### src/rtl/io_port_pkg.sv
// Shared types and constants for the processor-side byte I/O port.
// Holds the handshake state encoding, direction codes and default sizes.
package io_port_pkg;

    typedef enum logic [1:0] {
        IDLE  = 2'd0,
        SETUP = 2'd1,
        ACK   = 2'd2
    } state_t;

    localparam logic DIR_OUT = 1'b0;
    localparam logic DIR_IN  = 1'b1;

    localparam int DEF_WIDTH = 8;
    localparam int DEF_DEPTH = 4;

    // Count width able to hold 0..depth inclusive.
    function automatic int cnt_width(input int depth);
        return $clog2(depth) + 1;
    endfunction

endpackage

### src/rtl/io_fifo.sv
// Circular-buffer FIFO used for both the RX and TX byte queues.
// Ports: clk, rst_n, push/wdata, pop/rdata, full, empty, count.
module io_fifo #(
    parameter int WIDTH = 8,
    parameter int DEPTH = 4,
    parameter int CW    = 3
) (
    input  logic             clk,
    input  logic             rst_n,
    input  logic             push,
    input  logic [WIDTH-1:0] wdata,
    input  logic             pop,
    output logic [WIDTH-1:0] rdata,
    output logic             full,
    output logic             empty,
    output logic [CW-1:0]    count
);

    localparam int AW = $clog2(DEPTH);

    logic [WIDTH-1:0] mem [DEPTH];
    logic [AW-1:0]    wr_ptr;
    logic [AW-1:0]    rd_ptr;
    logic [CW-1:0]    cnt;
    logic             do_push;
    logic             do_pop;

    // Full/empty come from the pre-edge count: no pass-through either way.
    assign full    = (cnt == CW'(DEPTH));
    assign empty   = (cnt == '0);
    assign do_push = push & ~full;
    assign do_pop  = pop & ~empty;
    assign rdata   = mem[rd_ptr];
    assign count   = cnt;

    // DEPTH is a power of two, so the pointers wrap by overflow.
    always_ff @(posedge clk or negedge rst_n) begin
        if (!rst_n) begin
            wr_ptr <= '0;
            rd_ptr <= '0;
            cnt    <= '0;
        end else begin
            if (do_push) begin
                wr_ptr <= wr_ptr + AW'(1);
            end
            if (do_pop) begin
                rd_ptr <= rd_ptr + AW'(1);
            end
            unique case ({do_push, do_pop})
                2'b10:   cnt <= cnt + CW'(1);
                2'b01:   cnt <= cnt - CW'(1);
                default: cnt <= cnt;
            endcase
        end
    end

    always_ff @(posedge clk) begin
        if (do_push) begin
            mem[wr_ptr] <= wdata;
        end
    end

endmodule

### src/rtl/io_handshake_port.sv
// Peripheral side of the processor's four-phase byte I/O handshake.
// Ports: processor pins (bus_out, hs_out, io_dir, bus_in, hs_in),
// host RX pop port (rx_*), host TX push port (tx_*), counts, proto_err.
module io_handshake_port
    import io_port_pkg::*;
#(
    parameter int WIDTH = DEF_WIDTH,
    parameter int DEPTH = DEF_DEPTH,
    parameter int CW    = cnt_width(DEPTH)
) (
    input  logic             g_clk,
    input  logic             g_clr,
    input  logic [WIDTH-1:0] bus_out,
    input  logic             hs_out,
    input  logic             io_dir,
    output logic [WIDTH-1:0] bus_in,
    output logic             hs_in,
    output logic [WIDTH-1:0] rx_data,
    output logic             rx_valid,
    input  logic             rx_ready,
    input  logic [WIDTH-1:0] tx_data,
    input  logic             tx_valid,
    output logic             tx_ready,
    output logic [CW-1:0]    rx_count,
    output logic [CW-1:0]    tx_count,
    output logic             proto_err
);

    state_t           state_q;
    state_t           state_d;
    logic             rx_push;
    logic             rx_full;
    logic             rx_empty;
    logic             tx_pop;
    logic             tx_full;
    logic             tx_empty;
    logic [WIDTH-1:0] tx_head;
    logic [WIDTH-1:0] bus_in_q;
    logic             hs_in_q;
    logic             err_d;
    logic             err_q;

    io_fifo #(
        .WIDTH (WIDTH),
        .DEPTH (DEPTH),
        .CW    (CW)
    ) u_rx_fifo (
        .clk   (g_clk),
        .rst_n (g_clr),
        .push  (rx_push),
        .wdata (bus_out),
        .pop   (rx_ready),
        .rdata (rx_data),
        .full  (rx_full),
        .empty (rx_empty),
        .count (rx_count)
    );

    io_fifo #(
        .WIDTH (WIDTH),
        .DEPTH (DEPTH),
        .CW    (CW)
    ) u_tx_fifo (
        .clk   (g_clk),
        .rst_n (g_clr),
        .push  (tx_valid),
        .wdata (tx_data),
        .pop   (tx_pop),
        .rdata (tx_head),
        .full  (tx_full),
        .empty (tx_empty),
        .count (tx_count)
    );

    assign rx_valid  = ~rx_empty;
    assign tx_ready  = ~tx_full;
    assign bus_in    = bus_in_q;
    assign hs_in     = hs_in_q;
    assign proto_err = err_q;

    // A request that cannot be served simply leaves us in IDLE,
    // which is what stalls the processor.
    always_comb begin
        state_d = state_q;
        rx_push = 1'b0;
        tx_pop  = 1'b0;
        err_d   = 1'b0;
        unique case (state_q)
            IDLE: begin
                if (hs_out) begin
                    if (io_dir == DIR_OUT) begin
                        if (!rx_full) begin
                            rx_push = 1'b1;
                            state_d = ACK;
                        end
                    end else if (!tx_empty) begin
                        tx_pop  = 1'b1;
                        state_d = SETUP;
                    end
                end
            end
            SETUP: begin
                // Byte already left the TX FIFO; an early
                // release is flagged but the cycle completes.
                err_d   = ~hs_out;
                state_d = ACK;
            end
            ACK: begin
                if (!hs_out) begin
                    state_d = IDLE;
                end
            end
            default: begin
                state_d = IDLE;
            end
        endcase
    end

    always_ff @(posedge g_clk or negedge g_clr) begin
        if (!g_clr) begin
            state_q  <= IDLE;
            hs_in_q  <= 1'b0;
            bus_in_q <= '0;
            err_q    <= 1'b0;
        end else begin
            state_q <= state_d;
            hs_in_q <= (state_d == ACK);
            err_q   <= err_d;
            if (tx_pop) begin
                bus_in_q <= tx_head;
            end
        end
    end

endmodule

### config.mk
export PLATFORM = sky130hd
export DESIGN_NAME = io_handshake_port
export DESIGN_NICKNAME = d
export VERILOG_FILES = /design/src/rtl/io_port_pkg.sv /design/src/rtl/io_fifo.sv /design/src/rtl/io_handshake_port.sv
export SDC_FILE = /design/constraint.sdc
export NUM_CORES = 1
export LEC_CHECK = 0
export ABC_CLOCK_PERIOD_IN_PS = 2550
export CORE_MARGIN = 1
export CORE_UTILIZATION = 30
export CTS_CLUSTER_SIZE = 20
export DETAILED_ROUTE_END_ITERATION = 6
export GPL_TIMING_DRIVEN = 0
export PLACE_DENSITY = 0.51
export SLEW_MARGIN = 20
export SYNTH_ARGS = -nofsm -noshare
export SYNTH_HDL_FRONTEND = slang
export SYNTH_HIERARCHICAL = 1
export SYNTH_SLANG_ARGS = --single-unit
### constraint.sdc
create_clock -name g_clk -period 2.55 [get_ports g_clk]
set_clock_uncertainty 0.2 [all_clocks]
set_input_delay 0.6375 -clock g_clk [delete_from_list [all_inputs] [get_ports g_clk]]
set_output_delay 0.6375 -clock g_clk [all_outputs]
set_load 0.02 [all_outputs]
After elaboration in Yosys (flattened, before gate mapping)
Memory sizes are Yosys's and may differ from the RTL's. A register that Yosys moved wholly into a read port is not among the register bits.
Cells that the tools add are included.
{ "op_classes": {"n_mux": 21, "reduce_logical": 6, "n_eq_ne": 9, "add_sub_neg": 8, "bitwise_logic": 9} }
{ "ops": {"columns": ["operator", "count"], "rows": [
  ["2-to-1 mux 1 bit", 13],
  ["one-hot mux 3 bit (2 select lines)", 2],
  ["2-to-1 mux 2 bit", 5],
  ["adder 2 x 1 -> 2 bit (second input constant)", 4],
  ["equality test 2 bit (second input constant)", 4],
  ["adder 3 x 1 -> 3 bit (second input constant)", 2],
  ["equality test 2 x 1 -> 1 bit (second input constant)", 3],
  ["equality test 3 bit (second input constant)", 2],
  ["zero test 3 bit", 2],
  ["one-hot mux 2 bit (3 select lines)", 1],
  ["subtractor 3 x 1 -> 3 bit (second input constant)", 2],
  ["inverter 1 bit", 5],
  ["bitwise AND 1 bit", 4],
  ["nonzero test 2 bit", 2],
  ["zero test 2 bit", 1],
  ["zero test 1 bit", 1]
]} }
{ "totals": {"n_memories": 2, "ram_bits": 64, "elab_cells": 64, "out_inout_bits": 26, "input_bits": 22, "regBits": 18} }
{ "memory_table": {"columns": ["name", "depth", "word_bits", "rd", "rd_clocked_by_memory_dff", "wr", "line", "text"], "rows": [
  ["u_rx_fifo.mem", 4, 8, 1, 0, 1, "io_fifo.sv:21", "logic [WIDTH-1:0] mem [DEPTH];"],
  ["u_tx_fifo.mem", 4, 8, 1, 1, 1, "io_fifo.sv:21", null]
]} }

Longest topological paths before layout
{ "logic_depth": {"depth_word": 8, "ltp_mapped": 11} }

By module
Netlist, hierarchy kept.
{ "by_module_without_submodules": {"columns": ["module", "n_inst", "cells_per_inst", "area_per_inst_um2"], "rows": [
  ["io_fifo", 2, 79, 1592.8],
  ["io_handshake_port", 1, 34, 474.2]
]} }

Least setup slack after synthesis
OpenSTA, ideal clock, no wires.
{ "synth_path": {"path_type": "flip-flop to flip-flop", "from": "reg u_tx_fifo.cnt[0], in the netlist u_tx_fifo/count[0]", "to": "reg u_tx_fifo.cnt[2], in the netlist u_tx_fifo/count[2]", "setup_time_ns": 0.080, "period_less_slack_ns": 2.376, "path_stages_with_launch": 11, "setup_slack_ns": 0.174, "arrival_ns": 2.096, "path_cell_list": "dfrtp_1 -> nor3_1 -> nand4b_4 -> inv_1 -> o31a_2 -> ha_1 -> inv_1 -> fa_1 -> xor2_1 -> nor2_1 -> xor2_1"} }
{ "synth_via": {"elab_chain_cells": 8} }
{ "synth_lines": {"columns": ["item", "line", "text"], "rows": [
  ["start: declaration", "io_fifo.sv:24", "logic [CW-1:0] cnt;"],
  ["start signal: assignment", "io_fifo.sv:50", "2'b10: cnt <= cnt + CW'(1);"],
  ["start signal: assignment", "io_fifo.sv:51", "2'b01: cnt <= cnt - CW'(1);"],
  ["start signal: assignment", "io_fifo.sv:52", "default: cnt <= cnt;"],
  ["zero test 3 bit *", "io_fifo.sv:30", "assign empty = (cnt == '0);"],
  ["net tx_empty", "io_handshake_port.sv:36", "logic tx_empty;"],
  ["2-to-1 mux 1 bit *", "io_handshake_port.sv:96", "end else if (!tx_empty) begin"],
  ["2-to-1 mux 1 bit *", "io_handshake_port.sv:91", "if (io_dir == DIR_OUT) begin"],
  ["2-to-1 mux 1 bit *", "io_handshake_port.sv:90", "if (hs_out) begin"],
  ["2-to-1 mux 1 bit *", "io_handshake_port.sv:88", "unique case (state_q)"],
  ["net tx_pop", "io_handshake_port.sv:34", "logic tx_pop;"],
  ["bitwise AND 1 bit *", "io_fifo.sv:32", "assign do_pop = pop & ~empty;"],
  ["net u_tx_fifo.do_pop", "io_fifo.sv:26", "logic do_pop;"],
  ["equality test 2 x 1 -> 1 bit / equality test 2 bit (equally long branches)", "io_fifo.sv:49", "unique case ({do_push, do_pop})"],
  ["one-hot mux 3 bit (2 select lines) / nonzero test 2 bit (equally long branches)", null, null]
]} }
The timed path passes the listed nets; every way through them passes the cells marked *.
A chain may end at the register's enable or synchronous reset.

Final worst setup path
{ "layout_path": {"from": "reg u_rx_fifo.rd_ptr[0]", "to": "out rx_data[4]"} }
{ "layout_via": {"elab_chain_cells": 1} }
{ "layout_lines": {"columns": ["item", "line", "text"], "rows": [
  ["start: declaration", "io_fifo.sv:23", "logic [AW-1:0] rd_ptr;"],
  ["start signal: assignment", "io_fifo.sv:47", "rd_ptr <= rd_ptr + AW'(1);"],
  ["memory (4 x 8 bit)", null, null],
  ["end: declaration", "io_handshake_port.sv:18", "output logic [WIDTH-1:0] rx_data,"]
]} }
Every way passes these cells.

==> flow_summary_export.csv <==
group,metric,value,unit
sta,fmax,403,MHz
yosys,syn_inst,192,
finish,final_area,4660,um^2
clock_tree,clkLatencyLatePin,0.33,ns
route,vias_per_cell,4.46,
critical_path,path_depth,3,
critical_path,critPathMaxStageDelay,0.52,ns
placed_design,dp_slack,-0.574,ns
yosys,ys_ff_latch,90,
critical_path,r2r-start,"u_rx_fifo/count[0]",
placed_design,portBuffers,47,
finish,syn_to_final_growth,27.3,%
critical_path,rr_endpoint,"u_rx_fifo/count[2]",
critical_path,critPathArrivalTime,1.64,ns
sta,final.setup.tns,0,ns
worst_hold_path,hp-class,"in -> async",
sta,worst_pin_slew,0.662,ns
sta,holdWs,0.133,ns
sta,timing.final.ws_setup,0.0717,ns
global_routing,antenna_found_initial,0,
yosys,ys_async_sr_fraction,28.9,%
die,initial_utilization,31.4,%
global_routing,grt_pass1_vias,1910,
yosys,synthFlopType,"edfxtp_1",
route,wl_per_cell,15.5,um
yosys,avgSynthCellArea,19.1,um^2
critical_path,critical-path-slowest-cell,"mux4_2",
finish,utilization,39.9,%
power,finalPower,5.46,mW
critical_path,reg2reg_depth,10,
global_routing,grt_usage,10.9,%
sta,fin_crit,2.48,ns
critical_path,crit_end,"rx_data[4]",
placed_design,hpwl,4.05,mm
route,vias,1790,
critical_path,critical-path-top-delay-family,"multiplexers",
clock_tree,htree_levels,3,
global_routing,grt_pass1_wl,9.98,mm
die,io-pin-count,48,
clock_tree,cts-root-buf,"clkbuf_16",
run,max-cap-violations,0,
route,routed_wl,6.20,mm
sta,finalSetupViolCount,0,
sta,final_hold_viol_count,0,
power,leakage,1.77,nW
critical_path,crit_type,"reg -> out",
clock_tree,cts_buffer_depth,2,
critical_path,critPathLaunchType,"register",
route,drcViolationCount,0,
route,dr.pass1.iters,4,
critical_path,critPathCaptureType,"output pin",
die,die_w,112,um
yosys,synth_nets,226,
finish,instances_no_fill,401,
finish,layout-drive-gt1-share,27.9,%
critical_path,critical_path_buf_inv_count,2,
placed_design,gp_congestion,0.672,
die,core_area,11700,um^2
sta,slew_viol_final,0,
status,status,"finished clean",
route,drtAntennaViolNets,0,
critical_path,critPathLaunch,"u_rx_fifo/rd_ptr[0]",
placed_design,placed_cell_area,4300,um^2
power,peakVddDrop,444,uV
finish,n_antenna_cell,0,
route,drt_iter0_drc,45,
global_routing,grt_max_degree,27,
finish,layout.nets,287,
critical_path,path_max_fanout,9,
placed_design,dp_cells,382,
yosys,ys_types,24,
die,dieArea,12600,um^2
sta,slew_headroom,55.9,%
die,dieHeight,112,um
clock_tree,cts_tree,"yes",
finish,fillers,1067,
critical_path,cp.required,1.71,ns
yosys,yosys_warnings,6,
yosys,synth_area,3660,um^2
power,power.density,1170,nW/um^2
yosys,yosysSeqAreaShare,70.3,%
clock_tree,cts_sinks,90,
critical_path,reg2reg_slack,0.17,ns
global_routing,overflow,0,
sta,rsz0062_at_grt,"false",
critical_path,path_cells,"buf_8 -> mux4_2 -> clkdlybuf4s15_2",
yosys,synth_edf_count,64,
die,row_count,39,
sta,fin_crit_sh,97.2,%
clock_tree,clkTransAtPathRegs,0.06,ns
clock_tree,cts_buffers,9,
cells by family (layout without fill, tap and decap cells):
| family | Yosys count | after routing | synth area share (%) |
|---|---|---|---|
| multiplexers | 28 | 28 | 13.7 |
| adder cells (fa/ha/maj) | 12 | 12 | 4.51 |
| AO/OA/AOI/OAI | 5 | 5 | 0.957 |
| buffers and inverters | 20 | 86 | 2.12 |
| XOR/XNOR | 12 | 12 | 2.87 |
| flip-flops | 90 | 90 | 70.3 |
| AND/OR/NAND/NOR | 25 | 25 | 5.57 |
layout make-up:
type / count / area, um^2 / area share (%)
clock inverter: 7 / 116 / 2.50
sequential: 90 / 2570 / 55.2
timing repair buffer: 51 / 472 / 10.1
inverter: 16 / 60.1 / 1.29
buffer: 3 / 23.8 / 0.510
clock buffer: 9 / 225 / 4.83
multi-input combinational: 82 / 1010 / 21.7
tap: 143 / 179 / 3.84
flip-flops by register name, indices dropped and copies added, names as in the netlist:
signal,flops
proto_err,1
state_q,2
u_tx_fifo/count,3
u_rx_fifo/wr_ptr,2
hs_in,1
u_tx_fifo/rd_ptr,2
u_rx_fifo/mem,32
u_tx_fifo/wr_ptr,2
u_tx_fifo/mem,32
u_rx_fifo/rd_ptr,2
bus_in,8
u_rx_fifo/count,3
cell usage after synthesis (all sizes together), types with 3 or more instances:
library cell   n  area, um^2
ha            10         125
nor3           3        15.0
o21ai          3        15.0
nand2          3        11.3
xnor2          6        52.6
and2           8        60.1
dfrtp         26         651
inv           16        60.1
mux4          16         360
mux2          10         120
nor2           5        21.3
xor2           6        52.6
edfxtp        64        1920
metal layers:
| metal | share of wire, % | global-route usage [%] | wire length (um) | up-vias |
|---|---|---|---|---|
| met2 | 52 | 18.3 | 3230 | 48 |
| met1 | 42 | 12.4 | 2600 | 901 |
| met3 | 4.9 | 4.10 | 303 | 8 |
| met5 | 0 | 0 | 0 | - |
| li1 | - | - | - | 833 |
| met4 | 1.1 | 4.53 | 66 | 0 |
repair_timing:
item | in CTS | in global routing
resized for setup | 19 | 12
hold buffers | 0 | 0
setup endpoints to repair | 12 | 12
setup buffers | 4 | 0
pin swaps | 2 | 0
worst min-delay path by stage:
stage               from   endpoint  slack (ns)
6_report           g_clr  bus_in[5]        0.13
5_1_grt            g_clr  bus_in[5]        0.18
4_1_cts            g_clr  bus_in[5]        0.16
3_5_place_dp   bus_in[1]  bus_in[1]        0.30
3_3_place_gp   bus_in[2]  bus_in[2]        0.29
2_1_floorplan      g_clr  bus_in[0]        0.14
placed cells by master, fill, tap and decap left out, types with 7 or more instances in the layout:
cell type,count
clkbuf_16,9
dfrtp_1,26
inv_1,16
ha_1,10
mux2_2,8
edfxtp_1,64
and2_2,8
mux4_2,16
clkdlybuf4s50_1,34
clkbuf_2,7
power by group:
group	leakage [nW]	switching [mW]	internal [mW]	total [mW]
Clock	0.167	0.540	0.957	1.50
Sequential	0.892	0.228	1.92	2.15
Combinational	0.710	0.881	0.933	1.81
Note: power is estimated with default switching activity, not from simulation.
